**src/rtl/exp_monitor.sv**
```systemverilog
// Connection expiration monitor: counts timebase ticks while a UDT link is established,
// requests keep-alives on each expiration and reports a broken link once the limit is reached.
`timescale 1ns/1ps

module exp_monitor #(
  parameter logic [7:0]  CONNECTED  = 8'b0000_0100,
  parameter int unsigned EXP_PERIOD = 16,
  parameter int unsigned EXP_LIMIT  = 16
) (
  input  logic        core_clk,
  input  logic        core_rst_n,
  input  logic [31:0] udt_state_i,
  input  logic        state_valid_i,
  output logic        state_ready_o,
  input  logic        tick_i,
  input  logic        pkt_rcvd_i,
  output logic        keepalive_valid_o,
  input  logic        keepalive_ready_i,
  output logic        brocken_o,
  output logic        brocken_valid_o,
  input  logic        brocken_ready_i,
  output logic [7:0]  exp_cnt_o
);

  typedef enum logic [2:0] {
    IDLE,
    ARMED,
    KA_REQ,
    BRK_REQ,
    DONE
  } fsm_t;

  localparam logic [15:0] LAST_TICK = 16'(EXP_PERIOD - 1);
  localparam logic [7:0]  LIMIT     = 8'(EXP_LIMIT);

  fsm_t        state;
  fsm_t        state_next;
  logic [7:0]  cur_state;
  logic [15:0] tick_cnt;
  logic [15:0] tick_next;
  logic [7:0]  exp_next;
  logic [7:0]  exp_inc;
  logic        connected;
  logic        expire;
  logic        unused_state_bits;

  // Only the low byte of the socket state carries the udt_state code.
  assign unused_state_bits = ^udt_state_i[31:8];

  assign connected = (cur_state == CONNECTED);
  assign expire    = tick_i && (tick_cnt == LAST_TICK);
  assign exp_inc   = (exp_cnt_o == 8'hFF) ? 8'hFF : exp_cnt_o + 8'd1;

  always_ff @(posedge core_clk or negedge core_rst_n) begin
    if (!core_rst_n) begin
      cur_state     <= '0;
      state_ready_o <= 1'b0;
    end else begin
      state_ready_o <= 1'b1;
      if (state_valid_i) begin
        cur_state <= udt_state_i[7:0];
      end
    end
  end

  always_comb begin
    state_next = state;
    tick_next  = tick_cnt;
    exp_next   = exp_cnt_o;
    if (state != IDLE && !connected) begin
      state_next = IDLE;
      tick_next  = '0;
      exp_next   = '0;
    end else begin
      case (state)
        IDLE: begin
          if (connected) begin
            state_next = ARMED;
            tick_next  = '0;
            exp_next   = '0;
          end
        end
        ARMED, KA_REQ: begin
          // A received packet proves the peer is alive and outranks a same-cycle tick.
          if (pkt_rcvd_i) begin
            state_next = ARMED;
            tick_next  = '0;
            exp_next   = '0;
          end else begin
            if (state == KA_REQ && keepalive_ready_i) begin
              state_next = ARMED;
            end
            if (tick_i) begin
              tick_next = expire ? '0 : tick_cnt + 16'd1;
            end
            if (expire) begin
              exp_next = exp_inc;
              if (exp_inc == LIMIT) begin
                state_next = BRK_REQ;
              end else if (state == ARMED && exp_inc < LIMIT) begin
                state_next = KA_REQ;
              end
            end
          end
        end
        BRK_REQ: begin
          if (tick_i) begin
            tick_next = expire ? '0 : tick_cnt + 16'd1;
          end
          if (brocken_ready_i) begin
            state_next = DONE;
          end
        end
        DONE: begin
          state_next = DONE;
        end
        default: begin
          state_next = IDLE;
        end
      endcase
    end
  end

  // Valid outputs are decoded from the next state so they are registered yet track the FSM.
  always_ff @(posedge core_clk or negedge core_rst_n) begin
    if (!core_rst_n) begin
      state             <= IDLE;
      tick_cnt          <= '0;
      exp_cnt_o         <= '0;
      keepalive_valid_o <= 1'b0;
      brocken_valid_o   <= 1'b0;
      brocken_o         <= 1'b0;
    end else begin
      state             <= state_next;
      tick_cnt          <= tick_next;
      exp_cnt_o         <= exp_next;
      keepalive_valid_o <= (state_next == KA_REQ);
      brocken_valid_o   <= (state_next == BRK_REQ);
      brocken_o         <= (state_next == BRK_REQ);
    end
  end

endmodule
```
**config.mk**
```make
export PLATFORM = sky130hd
export DESIGN_NAME = exp_monitor
export DESIGN_NICKNAME = d
export VERILOG_FILES = /design/src/rtl/exp_monitor.sv
export SDC_FILE = /design/constraint.sdc
export NUM_CORES = 1
export LEC_CHECK = 0
export BUFFER_PORTS_ARGS = -buffer_cell sky130_fd_sc_hd__buf_2
export CAP_MARGIN = 20
export CELL_PAD_IN_SITES_DETAIL_PLACEMENT = 0
export CELL_PAD_IN_SITES_GLOBAL_PLACEMENT = 1
export CORE_MARGIN = 2
export CORE_UTILIZATION = 40
export CTS_CLUSTER_DIAMETER = 150
export DETAILED_ROUTE_END_ITERATION = 12
export HOLD_SLACK_MARGIN = 0.02
export PLACE_DENSITY_LB_ADDON = 0.1
export SLEW_MARGIN = 15
export SYNTH_ARGS = -nofsm -noshare
export SYNTH_HDL_FRONTEND = slang
export SYNTH_SLANG_ARGS = --single-unit
```
**constraint.sdc**
```tcl
create_clock -name core_clk -period 2.4 [get_ports core_clk]
set_input_delay 0.12 -clock core_clk [delete_from_list [all_inputs] [get_ports core_clk]]
set_output_delay 0.12 -clock core_clk [all_outputs]
set_load 0.005 [all_outputs]
```
==> reports/qor.log, run 1 <==
INFO  status         status=finished clean
INFO  grt            grt_pass1_wl=8790um
INFO  power          part_of_the_total_power_dissipated_in_the_clock_network=35.7%
INFO  route          drt-initial-drc-count=107
INFO  placement      pre_cts_ws=0.176ns
INFO  timing         final-max-slew-violation-count=0
INFO  clocking       tritoncts=yes
INFO  floorplanning  pin_count=51
INFO  route          antenna_violating_nets_post_route=0
INFO  yosys          synth_edf_count=0
INFO  yosys          synth-seq-cells=38
INFO  floorplanning  design.die.area=6140um2
INFO  critical_path  worstSetupEndpoint=tick_cnt[15]
INFO  cells_and_area sequential_cell_area=951um2
INFO  floorplanning  die_wd=78.4um
INFO  clocking       clk-insertion-delay-late=0.29ns
INFO  cells_and_area area_growth=15.4%
INFO  timing         fin_worst_setup_slack=0.206ns
INFO  yosys          yosys_warnings=0
INFO  timing         max_slew.worst_pin.slew=0.851ns
INFO  critical_path  worstSetupStartpoint=tick_cnt[0]
INFO  run            max_cap_viol_count=0
INFO  clocking       ctsLongestPathBuffers=2
INFO  power          net-switching-power=0.330mW
INFO  yosys          post_synth.cell_area_avg=9.26um2
INFO  clocking       cts_htree_levels=2
INFO  grt            via_count_of_the_first_global_routing_pass=1812
INFO  placement      dpl.hpwl=3590um
INFO  cells_and_area multiInputGateArea=1180um2
INFO  power          irDropWorstVdd=0.236mV
INFO  power          intPower=0.967mW
INFO  timing         rsz0062_at_grt=false
INFO  power          power.switching_fraction=25.4%
INFO  timing         timing.final.setup_violations=0
INFO  critical_path  regToRegStartpoint=tick_cnt[0]
INFO  route          route.detailed.vias_per_inst=5.58
INFO  yosys          post_synth_instance_area=2210um2
INFO  route          detailedRoute.firstPassIterationCount=5
INFO  route          drt-total-wl=5040um
INFO  yosys          synth-async-reset-ratio=100%
INFO  cells_and_area layout.cells.most_common_list=dfrtp_1, nor2_1, buf_2
INFO  cells_and_area final_net_count=311
INFO  critical_path  critPathKind=reg -> reg
INFO  placement      place_congestion=0.801
INFO  timing         post-route-min-period=2.19ns
INFO  cells_and_area n_antenna_cell=0
INFO  clocking       cts_num_sinks=38
INFO  timing         slew_headroom=43.2%
INFO  route          drc_errors=0
INFO  timing         timing.final.crit_share=91.4%
INFO  timing         final_hold_viol_count=0
INFO  critical_path  worstPathArrival=2.39ns
INFO  cells_and_area layout_commonest_cell=dfrtp_1
INFO  grt            groute.usage.overall=17.9%
INFO  timing         max_clock_freq=456MHz
INFO  power          pwr_density_cell=508nW/um2
INFO  placement      placement.io_buffers=26
INFO  cells_and_area nFillCells=556
INFO  route          routedWlPerCell=14.7um
INFO  floorplanning  fp-row-count=27
INFO  critical_path  cp_data_required_time=2.59ns
INFO  grt            globalRoute.totalOverflow=0
INFO  power          seqPwrFrac=55.9%
INFO  yosys          synth_seq_area_share=43.0%
INFO  route          vias=1913
INFO  floorplanning  chipHeight=78.4um
INFO  clocking       clk_pin_slew_worst_paths=0.08ns
INFO  yosys          synth_nets=280
INFO  yosys          syn_inst=239
INFO  min_path       hold_class=in -> reg
INFO  critical_path  worst_setup_path_start_kind=flip-flop
INFO  power          leakagePower=1.12nW
INFO  critical_path  rr_worst_depth=8
INFO  floorplanning  placeableCoreArea=5440um2
INFO  yosys          yosysUniqueCellTypes=54
INFO  clocking       clk_root_buffer_cell=clkbuf_8
INFO  power          pwr-share-comb=8.4%
INFO  floorplanning  initial_utilization=40.7%
INFO  critical_path  r2r_end=tick_cnt[15]
INFO  critical_path  timing.critical_path.fanout_max=26
INFO  grt            pin_count_of_the_biggest_net_entering_global_routing=39
INFO  clocking       cts-buffers-inserted=5
INFO  grt            grt_antenna_before_repair=0
INFO  critical_path  rrSetupSlack=0.21ns
INFO  critical_path  crit_path_end_kind=flip-flop
INFO  timing         setup_tns=0ns
INFO  yosys          synth-main-ff-cell=dfrtp_1
INFO  timing         skew=0.00385ns
INFO  cells_and_area post_route_cells_drive_above_1_share=23.6%
==> layout make-up <==
class                           instances  share of cell area (%)
Inverter                                5                   0.735
Clock inverter                          2                   0.490
Timing Repair Buffer                   37                    8.43
Clock buffer                            6                    3.24
Sequential cell                        38                    37.3
Tap cell                               72                    3.53
Multi-Input combinational cell        183                    46.3
==> synthesized netlist by cell type, types with 6 or more instances <==
library cell	count	share of area [%]
o21ai_0	25	5.7
nand2b_1	7	2.0
o21ai_1	6	1.4
dfrtp_1	38	43
nand3_1	7	1.6
and4_1	6	2.4
clkbuf_1	7	1.2
nor2_1	26	4.4
nand2_1	16	2.7
mux2_2	10	5.1
a21oi_1	8	1.8
==> kinds of logic (layout without fill, tap and decap cells) <==
kind of cell	Yosys count	count (layout)	share of synthesized area [%]
and+or+nand+nor	95	95	24.4
AOI/OAI and AO/OA	71	71	20.9
DFF	38	38	43.0
buffers and inverters	18	50	3.79
muxes	10	10	5.09
xor gates and xnor gates	4	4	1.58
adders and majority gates	2	2	1.13
other	1	1	0.170
==> repair_timing <==
action	4_1_cts	5_1_grt
buffers inserted	0	0
gates resized for setup	0	3
endpoints found under the hold margin	38	0
hold buffers	1	0
endpoints found under the setup margin	0	3
==> registers in the layout (all words and copies together) (netlist names) <==
name / cells
state: 3
brocken_valid_o: 1
exp_cnt_o: 8
cur_state: 8
tick_cnt: 16
state_ready_o: 1
keepalive_valid_o: 1
==> how the worst min path moves through the flow <==
stage / start / to / slack (ns) / depth (start not counted)
final: udt_state_i[7] / cur_state[7] / 0.06 / 2
after global routing: udt_state_i[3] / cur_state[3] / 0.05 / 2
after CTS: udt_state_i[3] / cur_state[3] / 0.05 / 2
after detailed placement: core_rst_n / tick_cnt[13] / 0.29 / 1
after global placement: core_rst_n / tick_cnt[13] / 0.29 / 1
after floorplan: core_rst_n / brocken_valid_o / -0.18 / 0
==> routing by layer <==
metal  global-route usage [%]  vias to the layer above  wire [um]
li1                         -                      948          -
met1                     24.7                      923       2450
met2                     29.1                       38       2390
met3                     3.45                        4        158
met4                     4.39                        0         39
met5                        0                        -          0
==> worst max-delay path, stage by stage, from the launching register on <==
cell and delay, ns:
dfrtp_1 0.42, ha_2 0.23, and4_4 0.19, and4_2 0.22
or4b_1 0.46, buf_4 0.23, a41oi_1 0.19, o21ai_1 0.09
o41ai_2 0.05
==> stage by stage <==
| step | area [um2] | power, mW | cells | hold WS [ns] | utilization [%] |
|---|---|---|---|---|---|
| 6_report | 2550 | 1.30 | 343 | 0.0564 | 46.9 |
| 2_1_floorplan | 2210 | 0.799 | 239 | -0.176 | - |
| 5_1_grt | 2550 | 1.37 | 343 | 0.0518 | 46.9 |
| 3_3_place_gp | 2440 | 0.846 | 334 | 0.291 | 44.9 |
| 4_1_cts | 2550 | 1.32 | 343 | 0.0450 | 46.8 |
| 3_5_place_dp | 2440 | 0.849 | 334 | 0.290 | 44.9 |
==> power by group through the flow <==
stage               combinational, mW  clock (mW)  sequential, mW
floorplan                      0.0706           0           0.729
global placement                0.109           0           0.738
detailed placement              0.111           0           0.738
CTS                             0.112       0.487           0.726
global route                    0.127       0.510           0.733
finish                          0.109       0.463           0.725
Note: power is estimated with default switching activity, not from simulation.
==> run 2: changes to the inputs <==
CORE_MARGIN = unset   (was 2)
REMOVE_ABC_BUFFERS = 1   (was unset)
==> run 2 against run 1 <==
Critical path depth down 1. Sequential share of layout area down 0.34 points. Clock power up 41%. Combinational power about the same. Count of clock-buffer cells in the layout down 1. Via count down 3.3%. Setup slack better by 0.014 ns. First-iteration DRC count down 42%. Core utilization up 2.6 points. Critical endpoint is now exp_cnt_o[3].
==> reports/qor.log, run 2 (same netlist as run 1, synthesis figures left out) <==
INFO  route          wire_length_on_met2=2110um [-12%]
INFO  placement      pre_cts_ws=0.181ns [+0.00571 ns]
INFO  route          vias=1850 [-3.3%]
INFO  cells_and_area area_growth=16.5%
INFO  grt            globalRoute.totalOverflow=0 [unchanged]
INFO  placement      dpl.hpwl=3340um [-7.1%]
INFO  cells_and_area largest_register_ff_count=16 [unchanged]
INFO  cells_and_area post-route-util=49.5% [+2.6 points]
INFO  grt            via_count_of_the_first_global_routing_pass=1792 [-1.1%]
INFO  grt            grt_antenna_before_repair=0 [unchanged]
INFO  floorplanning  chipHeight=76.4um [-2.6%]
INFO  critical_path  crit_path_end_kind=flip-flop
INFO  route          drc_errors=0 [unchanged]
INFO  cells_and_area n_antenna_cell=0 [unchanged]
INFO  run            max_cap_viol_count=0 [unchanged]
INFO  power          irDropWorstVdd=0.334mV [+41%]
INFO  floorplanning  initial_utilization=42.5% [+1.8 points]
INFO  floorplanning  pin_count=51 [unchanged]
INFO  status         status=finished clean
INFO  floorplanning  fp-row-count=26 [-3.7%]
INFO  power          leakagePower=1.13nW [+0.76%]
INFO  timing         skew=0.00948ns [+0.00563 ns]
INFO  clocking       clk-insertion-delay-late=0.29ns [about the same]
INFO  timing         timing.final.crit_share=90.8% [-0.59 points]
INFO  critical_path  worst_setup_path_start_kind=flip-flop
INFO  route          drt-initial-drc-count=62 [-42%]
INFO  min_path       hold_class=in -> reg
INFO  clocking       cts_post_setup_buffers_inserted=0 [unchanged]
INFO  cells_and_area registers.top_by_ff_count=tick_cnt
INFO  grt            grt_pass1_wl=8630um [-1.8%]
INFO  route          routedLengthMet1=2480um [+1.3%]
INFO  placement      placement.io_buffers=26 [unchanged]
INFO  grt            groute.usage.overall=18.1% [+0.23 points]
INFO  route          route.detailed.vias_per_inst=5.46 [-2.2%]
INFO  floorplanning  placeableCoreArea=5200um2 [-4.3%]
INFO  placement      post_dp_cell_area=2420um2 [-0.72%]
INFO  timing         final-max-slew-violation-count=0 [unchanged]
INFO  timing         post-route-min-period=2.18ns [-0.0143 ns]
INFO  floorplanning  design.die.area=5830um2 [-5.0%]
INFO  cells_and_area layout_commonest_cell=dfrtp_1
INFO  cells_and_area final_design_area_no_fill=2580um2 [+0.93%]
INFO  timing         slew_headroom=42.6% [-0.68 points]
INFO  timing         timing.final.setup_violations=0 [unchanged]
INFO  cells_and_area post_route_cells_drive_above_1_share=22.7% [-0.94 points]
INFO  power          finalPower=1.49mW [+15%]
INFO  critical_path  cp_data_required_time=2.55ns [-0.04 ns]
INFO  route          routedWlPerCell=14.1um [-3.9%]
INFO  cells_and_area final_net_count=309 [-0.64%]
INFO  critical_path  timing.critical_path.fanout_max=6 [-77%]
INFO  critical_path  worstPathArrival=2.33ns [-0.06 ns]
INFO  clocking       clk_root_buffer_cell=clkbuf_8
INFO  timing         setup_tns=0ns [unchanged]
INFO  cells_and_area layout.cells.non_filler=339 [-1.2%]
INFO  clocking       clk_pin_slew_worst_paths=0.08ns [about the same]
INFO  power          pwr_density_cell=578nW/um2 [+14%]
INFO  clocking       tritoncts=yes
INFO  timing         max_clock_freq=459MHz [+0.65%]
INFO  timing         rsz0062_at_grt=false
INFO  clocking       cts-buffers-inserted=5 [unchanged]
INFO  clocking       ctsLongestPathBuffers=2 [unchanged]
INFO  cells_and_area layout.cells.most_common_list=dfrtp_1, nor2_1, buf_2
INFO  timing         max_slew.worst_pin.slew=0.862ns [+0.0102 ns]
INFO  placement      post-place-cells=330 [-1.2%]
INFO  route          drt-total-wl=4790um [-5.0%]
INFO  clocking       cts_htree_levels=2 [unchanged]
INFO  route          dr_wl_met3=168um [+6.3%]
INFO  cells_and_area registers_with_the_highest_flip_flop_counts=tick_cnt (16), cur_state (8), exp_cnt_o (8)
INFO  clocking       cts_num_sinks=38 [unchanged]
INFO  grt            pin_count_of_the_biggest_net_entering_global_routing=39 [unchanged]
INFO  route          dr.max_layer_used=met4
INFO  route          detailedRoute.firstPassIterationCount=4 [-1]
INFO  critical_path  critPathKind=reg -> reg
INFO  timing         final_hold_viol_count=0 [unchanged]
INFO  timing         hold_slack=0.0560ns [-0.000446 ns]
INFO  timing         fin_worst_setup_slack=0.220ns [+0.0143 ns]
INFO  floorplanning  die_wd=76.4um [-2.6%]
INFO  placement      place_congestion=0.791 [-1.2%]
INFO  route          antenna_violating_nets_post_route=0 [unchanged]
[run 2: cell count changes in the layout (fill, tap and decap cells not counted)]
| cell | delta |
|---|---|
| clkinv_4 | +1 |
| clkinv_2 | -1 |
| clkbuf_8 | -1 |
| clkinvlp_4 | -1 |
| buf_4 | -2 |
| bufinv_16 | +2 |
| a311o_2 | -1 |
| a311o_1 | +1 |
[run 2: where the power goes]
group	switching, mW	internal, mW
Combinational	0.0495	0.0577
Sequential	0.0503	0.678
Clock	0.237	0.417
[run 2: area by class of cell]
| cell class | count | area (um2) |
|---|---|---|
| Multi-Input combinational cell | 183 | 1180 |
| Sequential cell | 38 | 951 |
| Inverter | 5 | 18.8 |
| Clock inverter | 3 | 68.8 |
| Timing Repair Buffer | 35 | 200 |
| Tap cell | 70 | 87.6 |
| Clock buffer | 5 | 68.8 |
| Fill cell | 526 | 2630 |
[run 2: final timing paths]
kind                                 from      endpoint  slack, ns  cells after the start
setup / recovery              tick_cnt[0]  exp_cnt_o[3]       0.22                      7
hold / removal             udt_state_i[3]  cur_state[3]       0.06                      2
setup reg to reg              tick_cnt[0]  exp_cnt_o[3]       0.22                      7
hold reg to reg              tick_cnt[15]  tick_cnt[15]       0.50                      1
max in group asynchronous      core_rst_n  exp_cnt_o[5]       1.38                      2
min in group asynchronous      core_rst_n   tick_cnt[7]       0.47                      2
[run 2: critical path, cell delays in order, from the launching register on]
cell	delay [ns]
dfrtp_1	0.41
ha_2	0.24
and4_4	0.24
and4_2	0.28
o21ai_0	0.11
a311o_1	0.46
o21ai_0	0.17
o21ai_0	0.11
[run 2: layer usage]
| layer | GRT usage, % | vias up |
|---|---|---|
| met4 | 4.04 | 0 |
| li1 | - | 942 |
| met2 | 27.8 | 36 |
| met5 | 0 | - |
| met3 | 3.83 | 4 |
| met1 | 26.1 | 868 |
[run 2: repair_timing]
item                                   CTS  global route
setup endpoints to repair                0             3
gates resized for setup                  0             2
hold buffers                             1             0
endpoints found under the hold margin   38             0
==> run 3: changes to the inputs <==
CORE_MARGIN = 2   (was unset)
==> run 3 against run 2 <==
Non-clock buffer count grew 1. Worst hold slack improved by 0.0043 ns. Via count up 0.97%. Largest cell class unchanged. Flip-flop and latch count stayed put. First-iteration DRC count is 24% higher. Die area rose by 5.3%. Clock power shrank 30%. Highest routed layer unchanged. Total power is 13% lower.
==> reports/qor.log, run 3 (same netlist as run 1, synthesis figures left out) <==
INFO  status         status=finished clean
INFO  clocking       tritoncts=yes
INFO  grt            via_count_of_the_first_global_routing_pass=1876 [+4.7%]
INFO  clocking       cts_htree_levels=2 [unchanged]
INFO  grt            grt_pass1_wl=8800um [+1.9%]
INFO  route          antenna_violating_nets_post_route=0 [unchanged]
INFO  floorplanning  design.die.area=6140um2 [+5.3%]
INFO  grt            globalRoute.totalOverflow=0 [unchanged]
INFO  critical_path  critPathSlowestCell=a311o_1
INFO  clocking       clk-insertion-delay-late=0.29ns [about the same]
INFO  critical_path  crit_chain=nor4_1 > and4_2 > o21ai_0 > a311o_1 > o21ai_0 > o21ai_0
INFO  timing         final-max-slew-violation-count=0 [unchanged]
INFO  critical_path  rrSetupSlack=0.17ns [-0.05 ns]
INFO  min_path       hold-path-endpoint=cur_state[6]
INFO  route          detailedRoute.firstPassIterationCount=4 [unchanged]
INFO  critical_path  rr_worst_depth=6 [-1]
INFO  timing         final_hold_viol_count=0 [unchanged]
INFO  placement      dpl.hpwl=3390um [+1.5%]
INFO  critical_path  regToRegStartpoint=tick_cnt[13]
INFO  cells_and_area area_growth=14.8%
INFO  cells_and_area registers_with_the_highest_flip_flop_counts=tick_cnt (16), cur_state (8), exp_cnt_o (8)
INFO  route          route.detailed.vias_per_inst=5.46 [about the same]
INFO  critical_path  worstPathArrival=2.39ns [+0.06 ns]
INFO  timing         post-route-min-period=2.23ns [+0.0502 ns]
INFO  timing         hold_slack=0.0603ns [+0.00434 ns]
INFO  cells_and_area layout_commonest_cell=dfrtp_1
INFO  timing         max_clock_freq=448MHz [-2.2%]
INFO  floorplanning  chipHeight=78.4um [+2.6%]
INFO  cells_and_area final_net_count=310 [+0.32%]
INFO  floorplanning  die_wd=78.4um [+2.6%]
INFO  critical_path  critPathKind=reg -> reg
INFO  critical_path  cp_common_cell=o21ai_0
INFO  timing         timing.final.setup_violations=0 [unchanged]
INFO  grt            grt_antenna_before_repair=0 [unchanged]
INFO  critical_path  max_stage_delay=0.47ns [about the same]
INFO  critical_path  worst_setup_path_start_kind=flip-flop
INFO  timing         fin_worst_setup_slack=0.170ns [-0.0502 ns]
INFO  power          irDropWorstVdd=0.225mV [-33%]
INFO  min_path       holdCritStartpoint=udt_state_i[6]
INFO  placement      placement.io_buffers=26 [unchanged]
INFO  timing         setup_tns=0ns [unchanged]
INFO  clocking       cts-buffers-inserted=5 [unchanged]
INFO  critical_path  timing.critical_path.fanout_max=7 [+1]
INFO  floorplanning  placeableCoreArea=5440um2 [+4.5%]
INFO  placement      post-place-cells=333 [+0.91%]
INFO  timing         slew_headroom=41.2% [-1.3 points]
INFO  cells_and_area layout.cells.most_common_list=dfrtp_1, nor2_1, buf_2
INFO  grt            pin_count_of_the_biggest_net_entering_global_routing=39 [unchanged]
INFO  cells_and_area largest_register_ff_count=16 [unchanged]
INFO  cells_and_area post-route-util=46.7% [-2.8 points]
INFO  cells_and_area registers.top_by_ff_count=tick_cnt
INFO  route          drc_errors=0 [unchanged]
INFO  floorplanning  pin_count=51 [unchanged]
INFO  grt            groute.usage.overall=17.7% [-0.39 points]
INFO  cells_and_area n_antenna_cell=0 [unchanged]
INFO  clocking       cts_num_sinks=38 [unchanged]
INFO  critical_path  crit_path_end_kind=flip-flop
INFO  run            max_cap_viol_count=0 [unchanged]
INFO  cells_and_area layout.cells.non_filler=342 [+0.88%]
INFO  clocking       ctsLongestPathBuffers=2 [unchanged]
INFO  floorplanning  fp-row-count=27 [+3.8%]
INFO  timing         skew=0.00768ns [-0.00181 ns]
INFO  power          leakagePower=1.11nW [-1.3%]
INFO  power          pwr_density_cell=510nW/um2 [-12%]
INFO  timing         rsz0062_at_grt=false
INFO  route          routedWlPerCell=14.1um [-0.26%]
INFO  min_path       min_path_cells=2 [unchanged]
INFO  min_path       hold_class=in -> reg
INFO  placement      post_dp_cell_area=2430um2 [+0.41%]
INFO  cells_and_area post_route_cells_drive_above_1_share=22.6% [-0.084 points]
INFO  cells_and_area final_design_area_no_fill=2540um2 [-1.4%]
INFO  route          drt-initial-drc-count=77 [+24%]
INFO  clocking       clk_root_buffer_cell=clkbuf_8
INFO  timing         max_slew.worst_pin.slew=0.881ns [+0.0199 ns]
INFO  timing         timing.final.crit_share=92.9% [+2.1 points]
INFO  floorplanning  initial_utilization=40.7% [-1.8 points]
INFO  critical_path  cp_data_required_time=2.56ns [about the same]
INFO  placement      place_congestion=0.767 [-3.0%]
INFO  critical_path  r2r_end=exp_cnt_o[4]
INFO  clocking       clk_pin_slew_worst_paths=0.08ns [about the same]
INFO  placement      pre_cts_ws=0.193ns [+0.0115 ns]
INFO  route          drt-total-wl=4820um [+0.63%]
INFO  power          finalPower=1.30mW [-13%]
INFO  route          vias=1868 [+0.97%]
run 3: cell types whose count changed in the layout (fill, tap and decap cells not counted):
cell       previous run  this run
clkinv_4              1         0
clkinv_2              0         1
bufinv_16             2         0
clkbuf_8              5         6
clkbuf_1              0         1
buf_4                 8         9
run 3: final cells by class:
| class | instances | area [um2] |
|---|---|---|
| Clock buffer | 7 | 86.3 |
| Clock inverter | 1 | 5.00 |
| Fill cell | 543 | 2900 |
| Inverter | 5 | 18.8 |
| Multi-Input combinational cell | 183 | 1180 |
| Sequential cell | 38 | 951 |
| Tap cell | 72 | 90.1 |
| Timing Repair Buffer | 36 | 208 |
run 3: power by group:
part	leakage, nW	internal, mW	switching, mW	total, mW
Combinational	0.564	0.0577	0.0532	0.111
Clock	0.0482	0.232	0.225	0.457
Sequential	0.502	0.678	0.0489	0.727
run 3: worst max path at each step:
stage                      start            to
floorplan            tick_cnt[0]  tick_cnt[15]
global placement     tick_cnt[0]  exp_cnt_o[4]
detailed placement   tick_cnt[0]  tick_cnt[15]
CTS                  tick_cnt[0]  tick_cnt[15]
global route        tick_cnt[13]  exp_cnt_o[3]
finish              tick_cnt[13]  exp_cnt_o[4]
run 3: worst max-delay path: cells and delay by family (launching register included):
family             cells  cell delay, ns
AOI/OAI and AO/OA      4            0.86
DFF                    1            0.45
and+or+nand+nor        2            0.79
run 3: layer usage:
metal	up-vias	track usage [%]	wire, um
met3	8	3.45	151
met5	-	0	0
met4	0	5.09	61
met1	891	24.4	2380
li1	941	-	-
met2	28	28.5	2230
run 3: timing repair:
| item | in CTS | in global routing |
|---|---|---|
| resized for setup | 0 | 2 |
| setup buffers | 0 | 0 |
| hold buffers | 1 | 0 |
| hold endpoints to repair | 38 | 0 |
| setup endpoints to repair | 0 | 2 |
